--- config.mk ---
export PLATFORM = sky130hd
export DESIGN_NAME = serial_adder
export DESIGN_NICKNAME = d
export VERILOG_FILES = /design/src/rtl/serial_adder_pkg.sv /design/src/rtl/serial_fa_cell.sv /design/src/rtl/serial_adder.sv
export SDC_FILE = /design/constraint.sdc
export NUM_CORES = 1
export LEC_CHECK = 0
export BUFFER_PORTS_ARGS = -buffer_cell sky130_fd_sc_hd__buf_2
export CAP_MARGIN = 20
export CORE_MARGIN = 2
export CORE_UTILIZATION = 45
export DETAILED_ROUTE_END_ITERATION = 6
export PLACE_DENSITY = 0.66
export SYNTH_ARGS = -nofsm -noshare
export SYNTH_HDL_FRONTEND = slang
export SYNTH_SLANG_ARGS = --single-unit
--- constraint.sdc ---
create_clock -name clk -period 2.3 [get_ports clk]
set_clock_uncertainty 0.15 [all_clocks]
set_input_delay 0.345 -clock clk [delete_from_list [all_inputs] [get_ports clk]]
set_output_delay 0.345 -clock clk [all_outputs]
set_load 0.1 [all_outputs]
--- src/rtl/serial_adder_pkg.sv ---
// Shared types and helpers for the bit-serial adder.
// Holds the FSM state encoding, default sizing and the 4:1 mux primitive.
package serial_adder_pkg;

  typedef enum logic [1:0] {
    IDLE  = 2'd0,
    SHIFT = 2'd1,
    DONE  = 2'd2
  } state_t;

  localparam int DEFAULT_WIDTH = 8;
  localparam int DEFAULT_CNT_W = 5;

  // 4:1 mux: d[sel] with d[3] selected by sel=2'b11.
  function automatic logic mux4(input logic [1:0] sel, input logic [3:0] d);
    return d[sel];
  endfunction

endpackage

--- src/rtl/serial_fa_cell.sv ---
// One-bit full adder built from two 4:1 muxes selected by {x,y}.
// Latency: purely combinational.
// Backpressure: none, no handshake.
module serial_fa_cell
  import serial_adder_pkg::*;
(
  input  logic x,
  input  logic y,
  input  logic ci,
  output logic s,
  output logic co
);

  // Data order is {sel=11, sel=10, sel=01, sel=00}.
  assign s  = mux4({x, y}, {ci, ~ci, ~ci, ci});
  assign co = mux4({x, y}, {1'b1, ci, ci, 1'b0});

endmodule

--- src/rtl/serial_adder.sv ---
// Bit-serial WIDTH-bit adder driving one full-adder cell LSB first.
// Latency: WIDTH+1 cycles from accepted start to the one-cycle done pulse.
// Backpressure: start is only accepted in IDLE; ignored while busy or done.
module serial_adder
  import serial_adder_pkg::*;
#(
  parameter int WIDTH = DEFAULT_WIDTH,
  parameter int CNT_W = DEFAULT_CNT_W
) (
  input  logic             clk,
  input  logic             rst,
  input  logic             start,
  input  logic [WIDTH-1:0] a,
  input  logic [WIDTH-1:0] b,
  input  logic             cin,
  output logic             busy,
  output logic             done,
  output logic [WIDTH-1:0] sum,
  output logic             cout
);

  localparam logic [CNT_W-1:0] LAST_BIT = CNT_W'(WIDTH - 1);

  state_t           state, state_nxt;
  logic [WIDTH-1:0] opa, opb;
  logic             carry;
  logic [CNT_W-1:0] cnt;
  logic             fa_s, fa_co;

  serial_fa_cell u_fa (
    .x  (opa[0]),
    .y  (opb[0]),
    .ci (carry),
    .s  (fa_s),
    .co (fa_co)
  );

  always_ff @(posedge clk) begin
    if (rst) state <= IDLE;
    else     state <= state_nxt;
  end

  always_comb begin
    state_nxt = state;
    busy      = 1'b0;
    done      = 1'b0;
    case (state)
      IDLE: begin
        if (start) state_nxt = SHIFT;
      end
      SHIFT: begin
        busy = 1'b1;
        if (cnt == LAST_BIT) state_nxt = DONE;
      end
      DONE: begin
        done      = 1'b1;
        state_nxt = IDLE;
      end
      default: state_nxt = IDLE;
    endcase
  end

  always_ff @(posedge clk) begin
    if (rst) begin
      opa   <= '0;
      opb   <= '0;
      carry <= 1'b0;
      cnt   <= '0;
      sum   <= '0;
      cout  <= 1'b0;
    end else begin
      case (state)
        IDLE: begin
          if (start) begin
            opa   <= a;
            opb   <= b;
            carry <= cin;
            cnt   <= '0;
          end
        end
        SHIFT: begin
          // Sum bits enter at the MSB so the result lands aligned after WIDTH shifts.
          sum   <= {fa_s, sum[WIDTH-1:1]};
          opa   <= opa >> 1;
          opb   <= opb >> 1;
          carry <= fa_co;
          cnt   <= cnt + CNT_W'(1);
          if (cnt == LAST_BIT) cout <= fa_co;
        end
        default: ;
      endcase
    end
  end

endmodule

# After elaboration in Yosys (flattened, before gate mapping)
# Index checks and enable logic that the tools add are counted.
classes:
  n_mux: 17
  n_bitwise: 1
  addsub: 1
  n_reduce_logical: 5
  div_mod_pow: 0
  magnitude_cmp: 1
  multipliers: 0
  shift: 0
  eq_ne: 5
op_table:
  columns: ["cell", "count"]
  rows:
  - ["$pmux W8 S2", 2]
  - ["$mux W8", 2]
  - ["$pmux W5 S2", 1]
  - ["$reduce_and A2 Y1", 3]
  - ["$add A5 B1 Y5 const B", 1]
  - ["$eq A5 B3 Y1 const B", 1]
  - ["$mux W1", 5]
  - ["$mux W5", 1]
  - ["$bmux W1 S2", 2]
  - ["$mux W2", 2]
  - ["$ne A2 B2 Y1 const B", 2]
  - ["$pmux W2 S2", 1]
  - ["$lt A2 B3 Y1 const B", 1]
  - ["$eq A2 B1 Y1 const B", 1]
  - ["$eq A2 B2 Y1 const B", 1]
  - ["$logic_not A2 Y1", 1]
  - ["$pmux W1 S2", 1]
  - ["$reduce_bool A2 Y1", 1]
  - ["$not A1 Y1", 1]
word_totals:
  romBits: 0
  ff_bits: 33
  n_memories: 0
  ramBits: 0
  wordCells: 37
  latch_bits: 0
  output_inout_bits: 11

# Longest topological paths before layout
# Gate-level depths: netlist of run 1.
logic_depth:
  word_depth: 3
  mapped_depth: 5

# Cells and area by module
# A second synthesis of run 1 with hierarchy kept.
hier_totals:
  cells_unflattened: 195
  area_unflattened_um2: 1596.5
modules_own_cells:
  columns: ["mod", "area_each_um2", "instances", "cells_per_inst"]
  rows:
  - ["serial_adder", 1546.5, 1, 188]
  - ["serial_fa_cell", 50.0, 1, 7]

# Worst setup path after synthesis of run 1
# OpenSTA, ideal clock, no wires.
synth_timing:
  path_kind: "register -> output"
  from: "reg state[1]"
  to: "out done"
  stages_incl_launch_ff: 4
  slack_ns: -0.163
  t_arrival_ns: 1.968
  required_ns: 1.805
  path_cell_list: "dfxtp_1 -> inv_1 -> clkbuf_1 -> nor2_1"
synth_via:
  elab_chain_cells: 2
synth_lines:
  columns: ["item", "line", "rtl"]
  rows:
  - ["from (decl)", "serial_adder.sv:24", "state_t state, state_nxt;"]
  - ["from (signal assigned)", "serial_adder.sv:40", "else state <= state_nxt;"]
  - ["$eq A2 B2 Y1", "serial_adder.sv:47", "case (state)"]
  - ["$mux W1", "serial_adder.sv:47", null]
  - ["to (decl)", "serial_adder.sv:17", "output logic done,"]
# No other way between the ends.

# Worst setup path after layout of run 1
layout_timing:
  from: "reg state[0]"
  to: "out busy"
layout_via:
  elab_chain_cells: 2
layout_lines:
  columns: ["item", "line", "rtl"]
  rows:
  - ["$eq A2 B1 Y1", "serial_adder.sv:47", null]
  - ["$mux W1", "serial_adder.sv:47", null]
  - ["to (decl)", "serial_adder.sv:16", "output logic busy,"]
# No other way between the ends.

==> metrics.txt, run 1 <==
status finished clean; Final Hold Viols 0; DIE WIDTH around 61 µm; ANT cells 0; setup TNS 0 ns; CP Capture Type primary output; sw frac 27.6%; static leakage between 0.0007 and 0.0008 µW; post-synthesis compound-gate area fraction 25.0%; Max stage delay cell, worst path dfxtp_1; core area approximately 0.0031 mm²; Post-synth EDFFs 0; Overall Global Routing Usage about 19%; Post-Synth XOR/XNOR Area less than 1%; combinational power share between 10% and 20%; Max FO, Critical Path 14; antenna violations before repair 0; Routed Antenna Nets 0; fill count ~300; Via density around 5.4; postcts setup bufs 0; peak supply drop a little over 0.0004 V; Max Freq 474 MHz; share of cells above drive strength 1 ~23%; clock-pin slew on the worst setup and hold paths 0.10 ns; DR iter-0 viols 66; pre-CTS setup slack 0.548 ns; pin count of the biggest net entering global routing 29; Final min period about 2.1 ns; cell internal pwr between 800 and 900 µW; Synth Area per Inst roughly 8.5 µm²; hold buffer count at cts 0; CP peak stage delay approximately 0.51 ns; vias in the first global route approximately 1200; footprint of the multi-input gates 727 µm²; I/O Buffers 30; CP Launch Type flip-flop; Slew HR 57.5%; wire per inst 12.4 µm; Worst-Skew Late Latency approximately 0.33 ns; share of power burned in registers roughly 53%; Initial Utilization between 40% and 50%; most area-consuming cells after synthesis dfxtp_1 45%, a211oi_1 7.7%, nor2_1 7.7%; P&R area growth vs syn 17.8%; leading cell type in the layout, fill and taps excluded dfxtp_1; total grt overflow 0; FF+latch area roughly 660 µm²; Worst Slack Setup Final about 0.19 ns; R2R depth 3; Hold Crit Depth 2; Synth Register Bits 33; Max Slew Vio Count 0; # IOs 31; # DRC 0; Synth Area in Simple Gates 20.8%; crit path DAT 1.61 ns; max-cap violations 0; detailed-router iteration count before antenna repair 4; Hold Path Class in -> reg; cts repair resizes 0; overall routed net length 3030 µm; CP Class reg -> out; Die H about 60 µm; TritonCTS clock tree yes; Yosys top cell by area dfxtp_1; RSZ-0062 raised after global routing false; Root Driver clkbuf_4; Syn Inst Count approximately 170; fin nets about 220; Least-Margin Pin Slew between 0.6 and 0.7 ns; global-route wire length before repair 5110 µm; Yosys top cell area share between 40% and 50%; Syn. warnings 0; Req. time, crit path between 1.5 and 2 ns; Num CTS Buffers 5; most used flip-flop cell after synthesis dfxtp_1; PD cells about 680 mW/mm²; Max Root-Sink Buffers 2; Psw ~320 µW; Die Area approximately 0.0037 mm²; H-tree depth 2; Async S/R FF share, synth 0%; synthesized net count about 200; post-synthesis mux area share less than 1%; Post-Syn Area approximately 0.0015 mm²; most frequent cells in the layout 33 x dfxtp_1, 29 x nor2_1, 29 x buf_2; period utilization between 90 and 100%; post-route cell area roughly 0.0017 mm²; DP Area 0.00165 mm²; via count of the routed design around 1300; Post-Synth Adder-Cell Area 2.57%; post-synth cell types 33; HPWL after DPL a little over 2000 µm; dominant combinational cell family by area after synthesis compound AO/OA/AOI/OAI gates; Cell Chain, Critical Path nand2b_4, inv_1, buf_12; GPL Wtd Cong between 0.7 and 0.8; Clk pwr share approximately a third; Final Setup Violations 0; row count 20; hold slack about 0.11 ns; total clock sinks 33; Seq/Total Area, Yosys roughly 45%
-- sequential cells by signal, indices dropped and copies added, names as in the netlist --
name   cells
opa        8
carry      1
cnt        5
sum        8
cout       1
opb        8
state      2
-- stage by stage --
stage | total power (µW) | util (%) | cells
after CTS | 1180 | 55.9 | 244
final | 1170 | 55.9 | 244
after detailed placement | 816 | 53.6 | 236
after global placement | 810 | 53.6 | 236
after global routing | 1220 | 55.9 | 244
after floorplan | 769 | - | 172
-- cell usage after synthesis, types with 2 or more instances --
library cell  count
a21oi_1          10
a211oi_1         15
inv_1             5
buf_1             2
o2bb2ai_1        11
dfxtp_1          33
nor3_1            2
a31oi_1           4
nand2_1          18
ha_1              3
clkbuf_1          8
buf_2             2
nor2_1           30
nand3_1           4
or3_1             2
o22ai_1           3
nand2b_1          3
nor2b_1           2
-- area by class of cell --
type,instances,area share (%)
clock buffer,7,3.78
timing repair buffer,33,10.9
tap,44,3.20
inverter,5,1.09
sequential,33,38.4
clock inverter,1,0.291
multi-input combinational,121,42.3
-- power by group through the flow --
stage                     registers (µW)  logic (µW)  clock network (µW)
after global routing                 630         198                 394
after CTS                            625         178                 378
after detailed placement             638         177                   0
final                                625         177                 369
after floorplan                      653         116                   0
after global placement               637         174                   0
-- worst max-delay path: cells and delay by family, from the launching register on --
family / cells / cell delay, ns
buffers and inverters: 2 / 0.62
flip-flops: 1 / 0.51
AND/OR/NAND/NOR: 1 / 0.15
-- metal layers --
layer / global-route usage [%] / share of wire (%) / routed length, µm
met5: 0 / 0 / 0
met4: 8.39 / 2.2 / 66
met3: 4.48 / 4.3 / 130
met2: 29.3 / 44 / 1320
met1: 23.9 / 50 / 1520
-- final timing paths --
check                                      startpoint                   to  slack, ns
worst max-delay path            state[0]$_SDFFE_PP0P_                 busy       0.19
worst min-delay path                              cin   carry$_SDFFE_PP0P_       0.11
worst max register to register  state[0]$_SDFFE_PP0P_    cout$_SDFFE_PP0P_       0.57
worst min register to register    sum[4]$_SDFFE_PP0P_  sum[3]$_SDFFE_PP0P_       0.32
-- logic make-up after synthesis --
family | after synthesis
buf+inv | 18
fa+ha+maj | 3
simple gates | 66
mux | 1
compound gates | 50
flops | 33
xor+xnor | 1
(Power assumes the default switching activity.)
==> run 2: changes to the inputs <==
- CORE_ASPECT_RATIO: not set -> 1.5
==> run 2 against run 1 <==
Against the previous run:
- global-route usage is 1.0 points higher
- register-to-register slack about the same
- setup slack better by 0.15 ns
- core utilization is 0.43 points higher
- sequential cell count unchanged
- critical path depth did not move
- maximum frequency grew 7.9%
- routed wire length increased by 3.3%
- via count rose by 0.76%
- first-iteration DRC count fell by 30%
- combinational power barely moved
- non-clock buffer count unchanged
- critical path type unchanged
- largest cell class unchanged
- highest routed layer unchanged
==> metrics.txt, run 2 (same netlist as run 1, synthesis figures left out) <==
Req. time, crit path 1.80 ns (about the same); Worst-Skew Late Latency 0.28 ns (-0.05 ns); Via density 5.49 (+2.4%); Clk pwr share 40.8% (+9.3 points); Max Slew Vio Count 0 (unchanged); Die Area 0.00372 mm² (+0.25%); I/O Buffers 30 (unchanged); fin nets 222 (unchanged); Final Setup Violations 0 (unchanged); cell internal pwr 1020 µW (+21%); met1 usage 18.7% (-5.2 points); Post-Place Cells 232 (-1.7%); period utilization 84.9% (-6.7 points); DIE WIDTH 50.5 µm (-17%); Overall Global Routing Usage 19.6% (+1.0 points); vias in the first global route 1335 (+14%); grt met3 use 5.89% (+1.4 points); Final Hold Viols 0 (unchanged); static leakage 0.000721 µW (+2.4%); Slew HR 59.8% (+2.3 points); cts repair resizes 0 (unchanged); CP Launch Type flip-flop; crit path DAT 1.46 ns (-0.15 ns); row count 25 (+25%); core area 0.00313 mm² (+1.6%); detailed-router iteration count before antenna repair 4 (unchanged); Die H 73.7 µm (+21%); Routed Antenna Nets 0 (unchanged); overall power 1350 µW (+16%); clock-pin slew on the worst setup and hold paths 0.07 ns (-0.03 ns); TritonCTS clock tree yes; Max Freq 512 MHz (+7.9%); Max FO, Critical Path 14 (unchanged); # DRC 0 (unchanged); max-cap violations 0 (unchanged); setup TNS 0 ns (unchanged); leading cell type in the layout, fill and taps excluded dfxtp_1; Psw 330 µW (+2.2%); antenna violations before repair 0 (unchanged); share of power burned in registers 46.2% (-7.1 points); combinational power share 13.0% (-2.1 points); CP Capture Type primary output; status finished clean; Non-Filler Instances 240 (-1.6%); ANT cells 0 (unchanged); peak supply drop 0.000481 V (+17%); Num CTS Buffers 5 (unchanged); RSZ-0062 raised after global routing false; hold slack 0.166 ns (+0.0511 ns); overall routed net length 3130 µm (+3.3%); GPL Wtd Cong 0.800 (+11%); total clock sinks 33 (unchanged); met2 Use GR 37.7% (+8.4 points); most frequent cells in the layout 33 x dfxtp_1, 29 x nor2_1, 29 x buf_2; via count of the routed design 1318 (+0.76%); post-route cell area 0.00176 mm² (+2.4%); Hold Path Class in -> reg; P&R area growth vs syn 20.7%; global-route wire length before repair 5570 µm (+8.9%); DP Area 0.00164 mm² (-0.30%); Final min period 1.95 ns (-0.155 ns); Top Registers opa: 8 flops, opb: 8 flops, sum: 8 flops; pin count of the biggest net entering global routing 25 (-14%); grt peak-use layer met2; wire per inst 13.1 µm (+5.1%); postcts setup bufs 0 (unchanged); PD cells 769 mW/mm² (+13%); Root Driver clkbuf_8; share of cells above drive strength 1 22.0% (-0.50 points); Max Root-Sink Buffers 2 (unchanged); CP Class reg -> out; hold buffer count at cts 0 (unchanged); sw frac 24.4% (-3.2 points); total grt overflow 0 (unchanged); HPWL after DPL 2230 µm (+8.9%); DR iter-0 viols 46 (-30%); Initial Utilization 46.6% (-0.76 points); H-tree depth 2 (unchanged); Least-Margin Pin Slew 0.602 ns (-0.0350 ns); # IOs 31 (unchanged)
## run 2: cell count changes in the layout (fill, tap and decap cells not counted)
cell / previous run / this run
bufinv_16: 0 / 1
clkbuf_1: 0 / 1
clkbuf_4: 5 / 0
clkbuf_8: 2 / 6
clkinv_2: 1 / 0
## run 2: power groups by stage
stage,clock network [µW],logic (µW),registers (µW)
2_1_floorplan,0,116,653
3_3_place_gp,0,174,635
3_5_place_dp,0,177,638
4_1_cts,562,177,625
5_1_grt,579,198,629
6_report,553,176,625
## run 2: cell type report
class                   instances  area (µm²)
inverters                       5        18.8
fillers                       299        1370
clock buffers                   7        86.3
repair buffers                 33         188
flip-flops and latches         33         661
multi-input cells             121         727
well taps                      40        50.0
clock inverters                 1        30.0
## run 2: metrics by stage
| stage | setup WS, ns | util (%) |
|---|---|---|
| CTS | 0.343 | 56.3 |
| finish | 0.347 | 56.3 |
| detailed placement | 0.607 | 52.6 |
| global route | 0.265 | 56.3 |
| global placement | 0.661 | 52.6 |
| floorplan | 0.153 | - |
## run 2: final timing paths
kind                         startpoint                  end  slack, ns  cells past startpoint
hold / removal                      cin   carry$_SDFFE_PP0P_       0.17                      2
hold reg to reg     sum[0]$_SDFFE_PP0P_  sum[0]$_SDFFE_PP0P_       0.31                      2
setup / recovery  state[1]$_SDFFE_PP0P_                 busy       0.35                      3
setup reg to reg    cnt[0]$_SDFFE_PP0P_    cout$_SDFFE_PP0P_       0.58                      4
## run 2: critical path, cell delays in order (launching register included)
cell,delay (ns)
dfxtp_1,0.36
nand2b_4,0.21
inv_1,0.36
buf_12,0.23
## run 2: layer usage
layer | up-vias | part of all wire (%) | wire [µm]
met5 | - | 0 | 0
met1 | 606 | 41 | 1270
met3 | 7 | 5.5 | 172
li1 | 666 | - | -
met2 | 39 | 52 | 1640
met4 | 0 | 1.7 | 53
